$ cat config.mk
export PLATFORM = sky130hd
export DESIGN_NAME = hazard_control_unit
export DESIGN_NICKNAME = d
export VERILOG_FILES = /design/src/rtl/common.sv /design/src/rtl/perf_counter.sv /design/src/rtl/hazard_control_unit.sv
export SDC_FILE = /design/constraint.sdc
export NUM_CORES = 1
export LEC_CHECK = 0
export BUFFER_PORTS_ARGS = -buffer_cell sky130_fd_sc_hd__buf_4
export CAP_MARGIN = 20
export CELL_PAD_IN_SITES_DETAIL_PLACEMENT = 1
export CELL_PAD_IN_SITES_GLOBAL_PLACEMENT = 2
export CORE_ASPECT_RATIO = 2
export CORE_MARGIN = 2
export CORE_UTILIZATION = 32
export DETAILED_ROUTE_END_ITERATION = 10
export PLACE_DENSITY_LB_ADDON = 0.2
export SLEW_MARGIN = 20
export SYNTH_ARGS = -nofsm -noshare
export SYNTH_HDL_FRONTEND = slang
export SYNTH_SLANG_ARGS = --single-unit
$ cat constraint.sdc
create_clock -name clk -period 4.4 [get_ports clk]
set_input_delay 1.32 -clock clk [delete_from_list [all_inputs] [get_ports clk]]
set_output_delay 1.32 -clock clk [all_outputs]
set_load 0.1 [all_outputs]
$ cat src/rtl/common.sv
// Shared pipeline-control types: hazard FSM states, forwarding selects and
// the load-use hazard detection function used by the hazard control unit.
package common;

    typedef enum logic [1:0] {
        RUN        = 2'd0,
        LOAD_STALL = 2'd1,
        EX_WAIT    = 2'd2,
        FLUSH      = 2'd3
    } hazard_state_type;

    // Operand-forwarding selects belong to the forwarding unit; kept here so
    // both units share one definition.
    typedef enum logic [1:0] {
        FWD_NONE   = 2'd0,
        FWD_EX_MEM = 2'd1,
        FWD_MEM_WB = 2'd2
    } forward_type;

    localparam int REG_ADDR_W = 5;

    // A load in EX whose destination is a register actually read in ID.
    // x0 is hardwired zero, so a load targeting it never creates a hazard.
    function automatic logic detect_load_use(
        input logic                  mem_read,
        input logic [REG_ADDR_W-1:0] rd,
        input logic [REG_ADDR_W-1:0] rs1,
        input logic                  rs1_used,
        input logic [REG_ADDR_W-1:0] rs2,
        input logic                  rs2_used
    );
        logic rs1_hit;
        logic rs2_hit;
        rs1_hit = rs1_used && (rd == rs1);
        rs2_hit = rs2_used && (rd == rs2);
        return mem_read && (rd != '0) && (rs1_hit || rs2_hit);
    endfunction

endpackage

$ cat src/rtl/perf_counter.sv
// Saturating up-counter with synchronous clear; clear wins over increment.
module perf_counter #(
    parameter int WIDTH = 16
) (
    input  logic             clk,
    input  logic             reset_n,
    input  logic             inc,
    input  logic             clear,
    output logic [WIDTH-1:0] count
);

    localparam logic [WIDTH-1:0] ONE = {{(WIDTH-1){1'b0}}, 1'b1};

    logic [WIDTH-1:0] count_q;
    logic [WIDTH-1:0] count_d;

    always_comb begin
        count_d = count_q;
        if (clear) begin
            count_d = '0;
        end else if (inc && (count_q != '1)) begin
            count_d = count_q + ONE;
        end
    end

    always_ff @(posedge clk or negedge reset_n) begin
        if (!reset_n) begin
            count_q <= '0;
        end else begin
            count_q <= count_d;
        end
    end

    assign count = count_q;

endmodule

$ cat src/rtl/hazard_control_unit.sv
// Pipeline hazard controller: stalls on load-use and multi-cycle EX, flushes on
// taken branches, and counts stall cycles and flush events.
module hazard_control_unit
    import common::*;
#(
    parameter int COUNT_W = 16
) (
    input  logic                  clk,
    input  logic                  reset_n,
    input  logic [REG_ADDR_W-1:0] rs1_id,
    input  logic [REG_ADDR_W-1:0] rs2_id,
    input  logic                  rs1_used,
    input  logic                  rs2_used,
    input  logic [REG_ADDR_W-1:0] rd_ex,
    input  logic                  mem_read_ex,
    input  logic                  ex_busy,
    input  logic                  branch_taken_ex,
    input  logic                  perf_clear,
    output logic                  pc_write_en,
    output logic                  if_id_write_en,
    output logic                  id_ex_write_en,
    output logic                  if_id_flush,
    output logic                  id_ex_flush,
    output hazard_state_type      hazard_state,
    output logic [COUNT_W-1:0]    stall_cycles,
    output logic [COUNT_W-1:0]    flush_events
);

    hazard_state_type state_q;
    hazard_state_type state_d;

    logic load_use;
    logic load_use_eff;

    logic pc_we;
    logic if_id_we;
    logic id_ex_we;
    logic if_id_fl;
    logic id_ex_fl;

    assign load_use = detect_load_use(mem_read_ex, rd_ex, rs1_id, rs1_used,
                                      rs2_id, rs2_used);

    // The bubble inserted in LOAD_STALL has already moved the load on, so the
    // still-visible match must not stall a second time.
    assign load_use_eff = load_use && (state_q != LOAD_STALL);

    always_comb begin
        state_d  = RUN;
        pc_we    = 1'b1;
        if_id_we = 1'b1;
        id_ex_we = 1'b1;
        if_id_fl = 1'b0;
        id_ex_fl = 1'b0;
        if (branch_taken_ex) begin
            if_id_fl = 1'b1;
            id_ex_fl = 1'b1;
            state_d  = FLUSH;
        end else if (ex_busy) begin
            pc_we    = 1'b0;
            if_id_we = 1'b0;
            id_ex_we = 1'b0;
            state_d  = EX_WAIT;
        end else if (load_use_eff) begin
            pc_we    = 1'b0;
            if_id_we = 1'b0;
            id_ex_fl = 1'b1;
            state_d  = LOAD_STALL;
        end
    end

    always_ff @(posedge clk or negedge reset_n) begin
        if (!reset_n) begin
            state_q <= RUN;
        end else begin
            state_q <= state_d;
        end
    end

    // Hold the whole pipeline frozen and unflushed while reset is asserted.
    assign pc_write_en    = reset_n && pc_we;
    assign if_id_write_en = reset_n && if_id_we;
    assign id_ex_write_en = reset_n && id_ex_we;
    assign if_id_flush    = reset_n && if_id_fl;
    assign id_ex_flush    = reset_n && id_ex_fl;
    assign hazard_state   = state_q;

    perf_counter #(
        .WIDTH (COUNT_W)
    ) u_stall_counter (
        .clk     (clk),
        .reset_n (reset_n),
        .inc     (!pc_write_en),
        .clear   (perf_clear),
        .count   (stall_cycles)
    );

    perf_counter #(
        .WIDTH (COUNT_W)
    ) u_flush_counter (
        .clk     (clk),
        .reset_n (reset_n),
        .inc     (branch_taken_ex),
        .clear   (perf_clear),
        .count   (flush_events)
    );

endmodule

Word-level counts from Yosys, hierarchy flattened
Index checks and enable logic that the tools add are counted.
- register bits: 34
- input bits: 23
- output and inout port bits: 39
- add/sub/neg operators: 2
- equal/unequal tests: 5
- muxes and demuxes: 16
- reductions and logical operators: 16
- operator list (kind ; number):
    $mux 16 ; 4
    $add 16x1->16 const B ; 2
    $ne 16x16->1 const B ; 2
    $logic_and 1x1->1 ; 11
    $eq 5x5->1 ; 2
    $mux 1 ; 10
    $reduce_bool 5->1 ; 1
    $mux 2 ; 2
    $reduce_bool 2->1 ; 2
    $ne 2x1->1 const B ; 1
    $logic_not 1->1 ; 1
    $logic_or 1x1->1 ; 1

Logic depth before layout (Yosys ltp)
Gate-level depths: netlist of run 1.
- depth in word-level cells: 13
- gate-level depth with buffers: 9

Hierarchy
A second synthesis of run 1 with hierarchy kept.
- cell total of the unflattened synthesis: 226
- area total of the unflattened synthesis: 2153.3 µm²
- modules (own cells, without submodules) (module ; instances ; cells an instance ; area each (µm²)):
    perf_counter ; 2 ; 98 ; 942.2
    hazard_control_unit ; 1 ; 30 ; 269.0

Least setup slack after synthesis of run 1
OpenSTA, ideal clock, no wires.
- path type: input to output
- start: input port reset_n
- end: output port id_ex_write_en
- data arrival time: 3492 ps
- data required time: 3080 ps
- setup slack: -412 ps
- stages: 2
- cells stage by stage: inv_1 o21ai_0
- cells in the longest elaborated chain, start to end: 1
- ends and longest elaborated chain (what ; RTL line ; source):
    from (decl) ; hazard_control_unit.sv:9 ; input logic reset_n,
    $logic_and 1x1->1 ; hazard_control_unit.sv:83 ; assign id_ex_write_en = reset_n && id_ex_we;
    to (decl) ; hazard_control_unit.sv:21 ; output logic id_ex_write_en,
Every way passes these cells.

Worst setup path in the final report of run 1
- start: input port rd_ex[0]
- end: output port pc_write_en
- cells in the longest elaborated chain, start to end: 9
- ends and longest elaborated chain (what ; RTL line ; source):
    from (decl) ; hazard_control_unit.sv:14 ; input logic [REG_ADDR_W-1:0] rd_ex,
    $eq 5x5->1, on equally long branches ; common.sv:34, common.sv:35 ;
    $logic_and 1x1->1, on equally long branches ; common.sv:34, common.sv:35 ;
    $logic_or 1x1->1 ; common.sv:36 ; return mem_read && (rd != '0) && (rs1_hit || rs2_hit);
    $logic_and 1x1->1 * ; common.sv:36 ;
    $logic_and 1x1->1 * ; hazard_control_unit.sv:46 ; assign load_use_eff = load_use && (state_q != LOAD_STALL);
    $mux 1 * ; hazard_control_unit.sv:64 ; end else if (load_use_eff) begin
    $mux 1 * ; hazard_control_unit.sv:59 ; end else if (ex_busy) begin
    $mux 1 * ; hazard_control_unit.sv:55 ; if (branch_taken_ex) begin
    $logic_and 1x1->1 * ; hazard_control_unit.sv:81 ; assign pc_write_en = reset_n && pc_we;
    to (decl) ; hazard_control_unit.sv:19 ; output logic pc_write_en,
Mark *: on every way between the ends. The rest lies on a longest branch, timed or not.

==> results by group, run 1 <==
Status
  – Outcome: finished with violations
  – Failing checks: DRC

Yosys
  – Area share of the largest cell type after synthesis: 0.444
  – Top-count cell post-synth: dfrtp_1
  – Synthesized instance count: 210
  – Seq/Total Area, Yosys: 0.444
  – Mean post-synth cell area: 9.12 sq um
  – Seq cells post-synth: 34
  – Share of synthesized flip-flops with an asynchronous set or reset: 1.00
  – Yosys cell types: 34
  – Synthesized cell area: around 1900 sq um
  – Post-synth EDFFs: 0
  – Most frequent cells after synthesis: dfrtp_1, nand2_1, nor2_1
  – Syn Nets: between 200 and 250
  – Post-synth top area cell: dfrtp_1
  – Ranking of synthesized cells by area: dfrtp_1, xnor2_1, xor2_1, or3_1, a21oi_1
  – Ys flop type: dfrtp_1
  – Synth warn: 0

Pwr
  – Flop pwr share: 0.405
  – Design Power: approximately 800 uW
  – P per Cell Area: about 310 nW/um^2
  – Max IR drop VDD: approximately 0.00020 V
  – Switching share of power: 0.294
  – Pint: ~570 uW
  – Leak: between 1 and 1.5 nW
  – Comb pwr share: 0.183
  – Clk pwr share: 0.411
  – Sw power: 236 uW

Global route
  – First-pass GRT wire length: roughly 9100 um
  – Largest net degree at the start of global routing: 33
  – Vias in the first global route: approximately 1,900
  – Initial antenna violation count: 0
  – Grt ovf: 0
  – Total GRT Usage: 0.177

Drt
  – Via/cell ratio: between 5 and 6
  – DRT iter0 DRCs: 63
  – Routed WL: around 5500 um
  – Antenna-violating nets left: 0
  – TritonRoute pass-1 iters: 7
  – DR vias: ~1,800
  – Routed len/inst: between 15 and 20 um
  – Drt drc: 4

Floorplanning
  – Initial Util: 0.333
  – I/O Pins: 62
  – Die Span Y: 113 um
  – Core Region: about 5800 sq um
  – Die area: 6660 sq um
  – # rows: 39
  – Die width: a little under 60 um

Placement
  – DP HPWL: ~4100 um
  – Final GP Congestion: 0.762
  – Port bufs: 61

Critical path
  – Worst path most repeated cell: buf_4
  – CP Launch Type: primary input
  – WP data arrival: 2820 ps
  – Buf/Inv on CP: 2
  – Slowest-stage cell, CP: or4_1
  – Kind of critical path: in -> out
  – CP Capture Type: primary output
  – Crit-path cells: buf_4 > or4_1 > o221ai_2 > nand2b_1 > nand3b_1 > nand2_2 > buf_4
  – Family with the most delay on the worst path: simple AND/OR/NAND/NOR gates
  – Worst EP required: a little over 3000 ps
  – Crit path max fanout: 3
  – Worst path max stage delay: ~550 ps

Finish
  – Footprint of the multi-input gates: ~1000 sq um
  – Inserted Diodes: 0
  – Seq. cell area: ~850 sq um
  – Layout cells sized above 1: 0.264
  – Fill cell count: around 700
  – Syn-to-layout area delta: 33.3%
  – Final #Nets: about 300

Timing
  – RSZ-0062 raised after global routing: false
  – # setup viols final: 0
  – Fin. max-slew vios: 0
  – Setup tns final: 0 ps
  – Tcrit/Tclk final: 0.940
  – Final Hold Fails: 0
  – Tmin final: between 4000 and 5000 ps
  – Slew margin rel.: 0.547
  – Fmax: ~0.24 GHz
  – Tightest Pin Transition: 674 ps
  – Worst clock skew: 4.25 ps

CTS
  – Clock Path Buffers: 2
  – Clk root buf: clkbuf_16
  – Clock Pin Slew Worst Setup and Hold Paths: 50 ps
  – # resized after CTS: 0
  – Num CTS Buffers: 5
  – H-tree depth: 2
  – # clock sinks: 34
  – Worst-Skew Late Latency: 270 ps
  – Post-CTS Setup Bufs: 0
  – CTS tree: built
  – CTS Hold Bufs: 0

Worst hold path
  – Hold Path Class: reg -> reg

Run
  – Max Cap Viol: 0
[final timing paths]
check	startpoint	to	slack, ps	depth (start not counted)
setup / recovery	rd_ex[0]	pc_write_en	260	7
hold / removal	u_flush_counter.count[14]$_DFFE_PN0P_	u_flush_counter.count[14]$_DFFE_PN0P_	570	2
setup reg to reg	u_stall_counter.count[3]$_DFFE_PN0P_	u_stall_counter.count[1]$_DFFE_PN0P_	2100	7
hold reg to reg	u_flush_counter.count[14]$_DFFE_PN0P_	u_flush_counter.count[14]$_DFFE_PN0P_	570	2
max in group asynchronous	reset_n	u_stall_counter.count[13]$_DFFE_PN0P_	2930	2
min in group asynchronous	reset_n	u_flush_counter.count[1]$_DFFE_PN0P_	860	1
[area by class of cell]
| cell class | count | area share |
|---|---|---|
| Multi-Input combinational cell | 164 | 0.392 |
| Sequential cell | 34 | 0.333 |
| Timing Repair Buffer | 63 | 0.185 |
| Clock buffer | 7 | 0.0519 |
| Tap cell | 61 | 0.0299 |
| Inverter | 5 | 0.00735 |
[registers in the layout, indices dropped and copies added, names as in the netlist]
register and cells:
u_flush_counter.count 16, u_stall_counter.count 16, hazard_state 2
[worst register-to-register path, stage by stage (launching register included)]
cell and delay, ps:
dfrtp_1 440, and4_1 350, nor4bb_1 550, nor3_1 120, a21oi_2 150, buf_4 280, mux2i_1 220, nor2_1 50
[per-layer routing]
metal,wire length (um),track usage,share of wire
met2,3340,0.342,0.61
met5,0,0,0
met4,77,0.0591,0.014
met1,1960,0.186,0.35
met3,144,0.0238,0.026
[stage by stage]
step                      cells  hold slack (ps)  instance area, sq um  worst slack, ps  utilization
after floorplan             210             1020                  1920             34.0            -
after global placement      327              552                  2420              287        0.420
after detailed placement    327              559                  2420              267        0.420
after CTS                   334              576                  2550              254        0.444
after global routing        334              600                  2550              136        0.444
final                       334              568                  2550              264        0.444
[cell usage in the layout, fill, tap and decap left out, drive strengths merged]
cell type  synthesis  final
a21oi             18     18
and2               3      3
and3               6      6
and4               6      6
buf                4     63
clkbuf             3      7
dfrtp             34     34
ha                 2      2
inv                5      5
mux2i              2      2
nand2             18     18
nand2b             1      1
nand3              9      9
nand3b             1      1
nand4             11     11
nor2              18     18
nor3               3      3
nor3b              1      1
nor4bb             1      1
o21a               1      1
o21ai             16     16
o21bai             1      1
o221ai             1      1
o22ai              1      1
o31ai              3      3
or2                1      1
or3               14     14
or4                3      3
xnor2             12     12
xor2              11     11
[power groups by stage]
stage                     combinational [mW]  clock (mW)  sequential [mW]
after CTS                              0.150       0.344            0.326
after global placement                 0.148           0            0.331
after global routing                   0.158       0.351            0.327
after floorplan                       0.0615           0            0.371
after detailed placement               0.149           0            0.331
final                                  0.147       0.330            0.325
[kinds of logic (layout without fill, tap and decap cells)]
logic type / Yosys count / after routing / share of synthesized area
AO/OA/AOI/OAI: 41 / 41 / 0.121
XOR/XNOR: 23 / 23 / 0.105
adder cells (fa/ha/maj): 2 / 2 / 0.0131
buffers and inverters: 12 / 75 / 0.0340
flip-flops: 34 / 34 / 0.444
multiplexers: 2 / 2 / 0.0105
AND/OR/NAND/NOR: 96 / 96 / 0.272
(Power assumes the default switching activity.)
==> inputs of run 2 (changes only) <==
--- a/config.mk
+++ b/config.mk
@@ -5,13 +5,14 @@
 export SDC_FILE = /design/constraint.sdc
 export NUM_CORES = 1
 export LEC_CHECK = 0
+export ABC_AREA = 1
 export BUFFER_PORTS_ARGS = -buffer_cell sky130_fd_sc_hd__buf_4
 export CAP_MARGIN = 20
 export CELL_PAD_IN_SITES_DETAIL_PLACEMENT = 1
 export CELL_PAD_IN_SITES_GLOBAL_PLACEMENT = 2
 export CORE_ASPECT_RATIO = 2
 export CORE_MARGIN = 2
-export CORE_UTILIZATION = 32
+export CORE_UTILIZATION = 30
 export DETAILED_ROUTE_END_ITERATION = 10
 export PLACE_DENSITY_LB_ADDON = 0.2
 export SLEW_MARGIN = 20
==> run 2 against run 1 <==
Compared with the run above: the run now ends clean; clock power grew 10%; worst setup slack gained 450 ps; critical path depth grew 3; utilization shrank 4.1 points; wire length grew 36%; global-route usage grew 1.4 points; combinational power grew 9%; sequential share of layout area shrank 5.3 points; synthesized area grew 22%; first-iteration DRC count grew 37%; clock-buffer cell count shrank 1; largest cell class unchanged.
==> results by group, run 2 <==
Drt
  – DRT iter0 DRCs: 86 (+37%)
  – Via/cell ratio: 5.02 (-8.0%)
  – DR vias: 2,500 (+37%)
  – TritonRoute pass-1 iters: 4 (-3)
  – Routed WL: 7490 um (+36%)
  – Antenna-violating nets left: 0 (unchanged)
  – Routed len/inst: 15.0 um (-9.0%)
  – Drt drc: 0 (-4)

Yosys
  – Compound-gate portion of the synthesized area: 0.0725 (-0.0490)
  – Synthesized cell area: 2330 sq um (+22%)
  – Area share of the largest cell type after synthesis: 0.365 (-0.0790)
  – Largest family of logic cells by synthesized area: simple AND/OR/NAND/NOR gates
  – Synth warn: 0 (unchanged)
  – Ys flop type: dfrtp_1
  – Seq/Total Area, Yosys: 0.365 (-0.0790)
  – Post-Synth Simple-Gate Area: 0.400 (+0.128)
  – Share of synthesized flip-flops with an asynchronous set or reset: 1.00 (unchanged)
  – Mux contribution to synthesized area: 0 (-0.0105)
  – Ranking of synthesized cells by area: dfrtp_1, nand2_1, nand3_1, inv_1, nand4_1
  – Most frequent cells after synthesis: nand2_1, inv_1, nand3_1
  – Post-synth top area cell: dfrtp_1
  – Syn Nets: 368 (+57%)
  – Post-synth EDFFs: 0 (unchanged)
  – Yosys cell types: 33 (-2.9%)
  – Mean post-synth cell area: 6.79 sq um (-26%)
  – Synth Area in Adders: 0.0107 (-0.00232)
  – Top-count cell post-synth: nand2_1
  – Seq cells post-synth: 34 (unchanged)
  – Xor/xnor share of the synthesized area: 0.0376 (-0.0676)
  – Synthesized instance count: 343 (+63%)

Timing
  – RSZ-0062 raised after global routing: false
  – Tcrit/Tclk final: 0.838 (-0.102)
  – Fmax: 0.271 GHz (+12%)
  – Setup tns final: 0 ps (unchanged)
  – Final Hold Fails: 0 (unchanged)
  – Fin. max-slew vios: 0 (unchanged)
  – # setup viols final: 0 (unchanged)
  – Tmin final: 3690 ps (-450 ps)
  – Slew margin rel.: 0.677 (+0.130)
  – Tightest Pin Transition: 484 ps (-190 ps)
  – Worst clock skew: 7.15 ps (+2.90 ps)

Critical path
  – Worst EP required: 3080 ps (about the same)
  – CP Launch Type: primary input
  – CP Capture Type: primary output
  – Crit path max fanout: 5 (+2)
  – Kind of critical path: in -> out
  – Worst R2R Start: u_stall_counter.count[0]$_DFFE_PN0P_
  – Worst Setup SP: rd_ex[0]
  – WP data arrival: 2370 ps (-450 ps)

CTS
  – Clock Pin Slew Worst Setup and Hold Paths: 60 ps (about the same)
  – Clock Path Buffers: 2 (unchanged)
  – Num CTS Buffers: 5 (unchanged)
  – CTS Hold Bufs: 0 (unchanged)
  – H-tree depth: 2 (unchanged)
  – Worst-Skew Late Latency: 290 ps (+20 ps)
  – Post-CTS Setup Bufs: 0 (unchanged)
  – CTS tree: built
  – Clk root buf: clkbuf_16
  – # resized after CTS: 0 (unchanged)
  – # clock sinks: 34 (unchanged)

Finish
  – Final #Nets: 428 (+44%)
  – Cell Count, Final, Fillers Out: 498 (+49%)
  – Finished Cell Area: 3040 sq um (+19%)
  – Syn-to-layout area delta: 30.5%
  – Most frequent cells in the layout: nand2_1, buf_4, inv_1, nand3_1, dfrtp_1
  – Fill cell count: 1,006 (+46%)
  – Layout cells sized above 1: 0.235 (-0.0286)
  – Inserted Diodes: 0 (unchanged)
  – Commonest non-fill, non-tap cell in the layout: nand2_1

Placement
  – DP HPWL: 5820 um (+41%)
  – DP Cell Count: 490 (+50%)
  – Port bufs: 61 (unchanged)
  – Final GP Congestion: 0.815 (+7.0%)
  – Area of placed instances: 2890 sq um (+19%)

Global route
  – Initial antenna violation count: 0 (unchanged)
  – Total GRT Usage: 0.191 (+0.0143)
  – First-pass GRT wire length: 12,500 um (+37%)
  – Largest net degree at the start of global routing: 35 (+6.1%)
  – Grt ovf: 0 (unchanged)
  – Vias in the first global route: 2,629 (+39%)

Floorplanning
  – Die area: 8530 sq um (+28%)
  – Initial Util: 0.309 (-0.0239)
  – Core Region: 7540 sq um (+31%)
  – Die width: 66.3 um (+13%)
  – # rows: 45 (+15%)
  – Die Span Y: 129 um (+13%)
  – I/O Pins: 62 (unchanged)

Pwr
  – Max IR drop VDD: 0.000215 V (+5.3%)
  – P per Cell Area: 279 nW/um^2 (-11%)
  – Leak: 1.60 nW (+40%)

Worst hold path
  – Hold Path Class: reg -> reg
  – Hold Startpoint: u_stall_counter.count[1]$_DFFE_PN0P_

Run
  – Max Cap Viol: 0 (unchanged)

Status
  – Outcome: complete, no violations
==> run 2: cell types whose count changed in the layout (fill, tap and decap cells not counted), sizes merged, moves of 10 or more <==
| cell | delta |
|---|---|
| a21oi | -10 |
| nand2 | +72 |
| xnor2 | -12 |
| nand4 | +14 |
| nor2 | +17 |
| inv | +49 |
| or3 | -14 |
| nand3 | +29 |
==> run 2: layout make-up <==
| cell class | instances | area (sq um) | area share |
|---|---|---|---|
| multi-input combinational | 243 | 1230 | 0.404 |
| clock inverter | 2 | 12.5 | 0.00412 |
| tap | 94 | 118 | 0.0387 |
| sequential | 34 | 851 | 0.280 |
| inverter | 54 | 205 | 0.0675 |
| timing repair buffer | 65 | 488 | 0.160 |
| clock buffer | 6 | 139 | 0.0457 |
==> run 2: worst paths after layout <==
| check | slack, ps | cells past startpoint | to |
|---|---|---|---|
| worst max-delay path | 710 | 10 | id_ex_flush |
| worst min-delay path | 570 | 2 | u_stall_counter.count[1]$_DFFE_PN0P_ |
| worst max register to register | 2270 | 9 | u_stall_counter.count[7]$_DFFE_PN0P_ |
| worst min register to register | 570 | 2 | u_stall_counter.count[1]$_DFFE_PN0P_ |
| max in group asynchronous | 2970 | 2 | u_flush_counter.count[5]$_DFFE_PN0P_ |
| min in group asynchronous | 1100 | 2 | u_stall_counter.count[7]$_DFFE_PN0P_ |
==> run 2: logic make-up (layout without fill, tap and decap cells) <==
| logic type | after synthesis | after routing |
|---|---|---|
| fa+ha+maj | 2 | 2 |
| compound gates | 31 | 31 |
| buf+inv | 66 | 127 |
| flops | 34 | 34 |
| xor+xnor | 10 | 10 |
| simple gates | 200 | 200 |
==> run 2: worst max-delay path: stages <==
cell	delay [ps]
buf_4	110
inv_1	40
nand2_1	50
nand2_1	60
nor2_1	120
nand3_1	80
nand2_1	80
nand2_1	80
a21boi_2	130
buf_4	300
==> run 2: power by group <==
group | switching (mW) | leakage (nW) | internal, mW
logic | 0.118 | 1.06 | 0.0412
clock network | 0.140 | 0.0729 | 0.224
registers | 0.00658 | 0.466 | 0.318
total | 0.265 | 1.59 | 0.583
==> run 2: through the flow <==
stage / total power [mW] / hold slack [ps] / util / setup WS [ps]
floorplan: 0.438 / 999 / - / 59.8
global placement: 0.492 / 556 / 0.383 / 683
detailed placement: 0.493 / 561 / 0.383 / 673
CTS: 0.865 / 578 / 0.403 / 673
global route: 0.888 / 612 / 0.403 / 594
finish: 0.848 / 571 / 0.403 / 714
==> run 2: metal layers <==
metal,track usage,up-vias,routed length [um]
met5,0,-,0
met4,0.0528,0,92
met3,0.0288,5,234
met2,0.396,50,4610
met1,0.182,1220,2560
li1,-,1225,-
==> inputs of run 3 (changes only) <==
--- a/config.mk
+++ b/config.mk
@@ -12,7 +12,7 @@
 export CELL_PAD_IN_SITES_GLOBAL_PLACEMENT = 2
 export CORE_ASPECT_RATIO = 2
 export CORE_MARGIN = 2
-export CORE_UTILIZATION = 30
+export CORE_UTILIZATION = 25
 export DETAILED_ROUTE_END_ITERATION = 10
 export PLACE_DENSITY_LB_ADDON = 0.2
 export SLEW_MARGIN = 20
==> constraint.sdc (replaced) <==
create_clock -name clk -period 3 [get_ports clk]
set_input_delay 0.9 -clock clk [delete_from_list [all_inputs] [get_ports clk]]
set_output_delay 0.9 -clock clk [all_outputs]
set_load 0.1 [all_outputs]
==> run 3 against run 2 <==
Compared with the run above: register-to-register slack worse by 1400 ps; die area grew 19%; clock-buffer cell count is 1 lower; via count is 1.4% lower; highest routed layer unchanged; utilization shrank 6.2 points; first-iteration DRC count shrank 40%.
==> results by group, run 3 (same netlist as run 2, synthesis figures left out) <==
Critical path
  – Worst R2R Start: u_stall_counter.count[0]$_DFFE_PN0P_
  – WP data arrival: 1990 ps (-380 ps)
  – CP Capture Type: primary output
  – Kind of critical path: in -> out
  – Crit path max fanout: 3 (-2)
  – Worst Setup SP: rd_ex[4]
  – Worst EP required: 2100 ps (-980 ps)
  – CP Launch Type: primary input

Floorplanning
  – # rows: 49 (+8.9%)
  – Core Region: 9010 sq um (+19%)
  – Initial Util: 0.259 (-0.0503)
  – Die area: 10,200 sq um (+19%)
  – Die width: 72.3 um (+9.0%)
  – Die Span Y: 141 um (+9.2%)
  – I/O Pins: 62 (unchanged)

Pwr
  – P per Cell Area: 398 nW/um^2 (+43%)
  – Leak: 1.60 nW (+0.55%)
  – Max IR drop VDD: 0.000205 V (-4.9%)
  – Sw power: 392 uW (+48%)
  – Clk pwr share: 0.412 (-0.017)
  – Pint: 830 uW (+42%)
  – Comb pwr share: 0.198 (+0.010)
  – Flop pwr share: 0.389 (+0.007)
  – Switching share of power: 0.321 (+0.00834)

Timing
  – Worst clock skew: 5.97 ps (-1.18 ps)
  – RSZ-0062 raised after global routing: true
  – Tightest Pin Transition: 494 ps (+10.1 ps)
  – # setup viols final: 0 (unchanged)
  – Slew margin rel.: 0.670 (-0.00677)
  – Fin. max-slew vios: 0 (unchanged)
  – Fmax: about 0.35 GHz
  – Final Hold Fails: 0 (unchanged)
  – Tcrit/Tclk final: 0.962
  – Tmin final: around 2900 ps

CTS
  – H-tree depth: 2 (unchanged)
  – Post-CTS Setup Bufs: 0 (unchanged)
  – CTS Hold Bufs: 0 (unchanged)
  – Clock Path Buffers: 2 (unchanged)
  – Num CTS Buffers: 5 (unchanged)
  – Clock Pin Slew Worst Setup and Hold Paths: 50 ps (about the same)
  – Clk root buf: clkbuf_16
  – CTS tree: built
  – Worst-Skew Late Latency: 280 ps (about the same)
  – # clock sinks: 34 (unchanged)

Global route
  – Vias in the first global route: 2,564 (-2.5%)
  – First-pass GRT wire length: 12,600 um (+1.1%)
  – Initial antenna violation count: 0 (unchanged)
  – Grt ovf: 0 (unchanged)
  – Largest net degree at the start of global routing: 33 (-5.7%)
  – Total GRT Usage: 0.162 (-0.0287)

Finish
  – Cell Count, Final, Fillers Out: 505 (+1.4%)
  – Commonest non-fill, non-tap cell in the layout: nand2_1
  – Fill cell count: 1,166 (+16%)
  – Inserted Diodes: 0 (unchanged)
  – Syn-to-layout area delta: 31.9%
  – Final #Nets: 428 (unchanged)
  – Final Util: 0.341 (-0.0620)
  – Most frequent cells in the layout: nand2_1, buf_4, inv_1, nand3_1, dfrtp_1
  – Layout cells sized above 1: 0.236 (+0.000583)

Worst hold path
  – Hold Path Class: in -> async

Drt
  – Drt drc: 0 (unchanged)
  – Antenna-violating nets left: 0 (unchanged)
  – Routed len/inst: 15.4 um (+2.0%)
  – DRT iter0 DRCs: 52 (-40%)
  – TritonRoute pass-1 iters: 4 (unchanged)
  – Routed WL: 7750 um (+3.5%)
  – Via/cell ratio: 4.88 (-2.8%)
  – DR vias: 2,465 (-1.4%)

Placement
  – DP Cell Count: 498 (+1.6%)
  – Port bufs: 61 (unchanged)
  – DP HPWL: 6080 um (+4.4%)
  – Final GP Congestion: 0.812 (-0.48%)

Run
  – Max Cap Viol: 0 (unchanged)

Status
  – Outcome: complete, no violations
run 3: cell count changes in the layout (fill, tap and decap cells not counted), sizes merged:
cell / before / now
clkbuf: 6 / 5
clkinv: 1 / 2
clkinvlp: 1 / 0
run 3: per-stage QoR:
| stage | area [sq um] | hold slack (ps) | worst slack [ps] | total power [mW] | setup TNS [ps] |
|---|---|---|---|---|---|
| 2_1_floorplan | 2420 | 604 | -140 | 0.656 | -242 |
| 3_3_place_gp | 2940 | 573 | 84.7 | 0.729 | 0 |
| 3_5_place_dp | 2940 | 566 | 79.9 | 0.731 | 0 |
| 4_1_cts | 3070 | 453 | 77.9 | 1.25 | 0 |
| 5_1_grt | 3070 | 453 | -2.44 | 1.28 | -4.75 |
| 6_report | 3070 | 455 | 115 | 1.22 | 0 |
run 3: area by class of cell:
class	count	area (sq um)	area share
timing repair buffer	65	488	0.159
tap	102	128	0.0415
clock inverter	2	10.0	0.00326
multi-input combinational	243	1240	0.404
inverter	54	231	0.0753
sequential	34	851	0.277
clock buffer	5	125	0.0407
run 3: repair_timing:
item                                   in CTS  in global routing
setup endpoints to repair                   0                  2
gates resized for setup                     0                  0
endpoints found under the hold margin       0                  0
run 3: worst paths after layout:
path	endpoint	slack (ps)	depth (start not counted)
max	if_id_write_en	110	11
min	hazard_state[1]$_DFF_PN0_	460	1
max reg2reg	u_stall_counter.count[8]$_DFFE_PN0P_	900	9
min reg2reg	u_stall_counter.count[1]$_DFFE_PN0P_	570	2
max in group asynchronous	u_flush_counter.count[3]$_DFFE_PN0P_	1880	2
min in group clk	u_stall_counter.count[1]$_DFFE_PN0P_	570	2
run 3: power by group through the flow:
stage	combinational (mW)	clock (mW)	sequential, mW
3_3_place_gp	0.245	0	0.484
3_5_place_dp	0.247	0	0.484
5_1_grt	0.261	0.540	0.477
2_1_floorplan	0.120	0	0.537
4_1_cts	0.248	0.523	0.476
6_report	0.242	0.504	0.476
run 3: critical path: stages:
cell and delay [ps]:
buf_4 100, inv_2 40, nand2_1 50, nand2_1 50, nor2_1 130, nand3_1 80
nand2_1 110, nand3_1 130, nand2_4 150, inv_16 30, buf_4 220
run 3: per-layer routing:
metal  track usage  vias up  share of wire
met3        0.0237       10          0.033
li1              -     1220              -
met1         0.159     1187           0.36
met2         0.321       48           0.59
met4        0.0665        0          0.023
met5             0        -              0
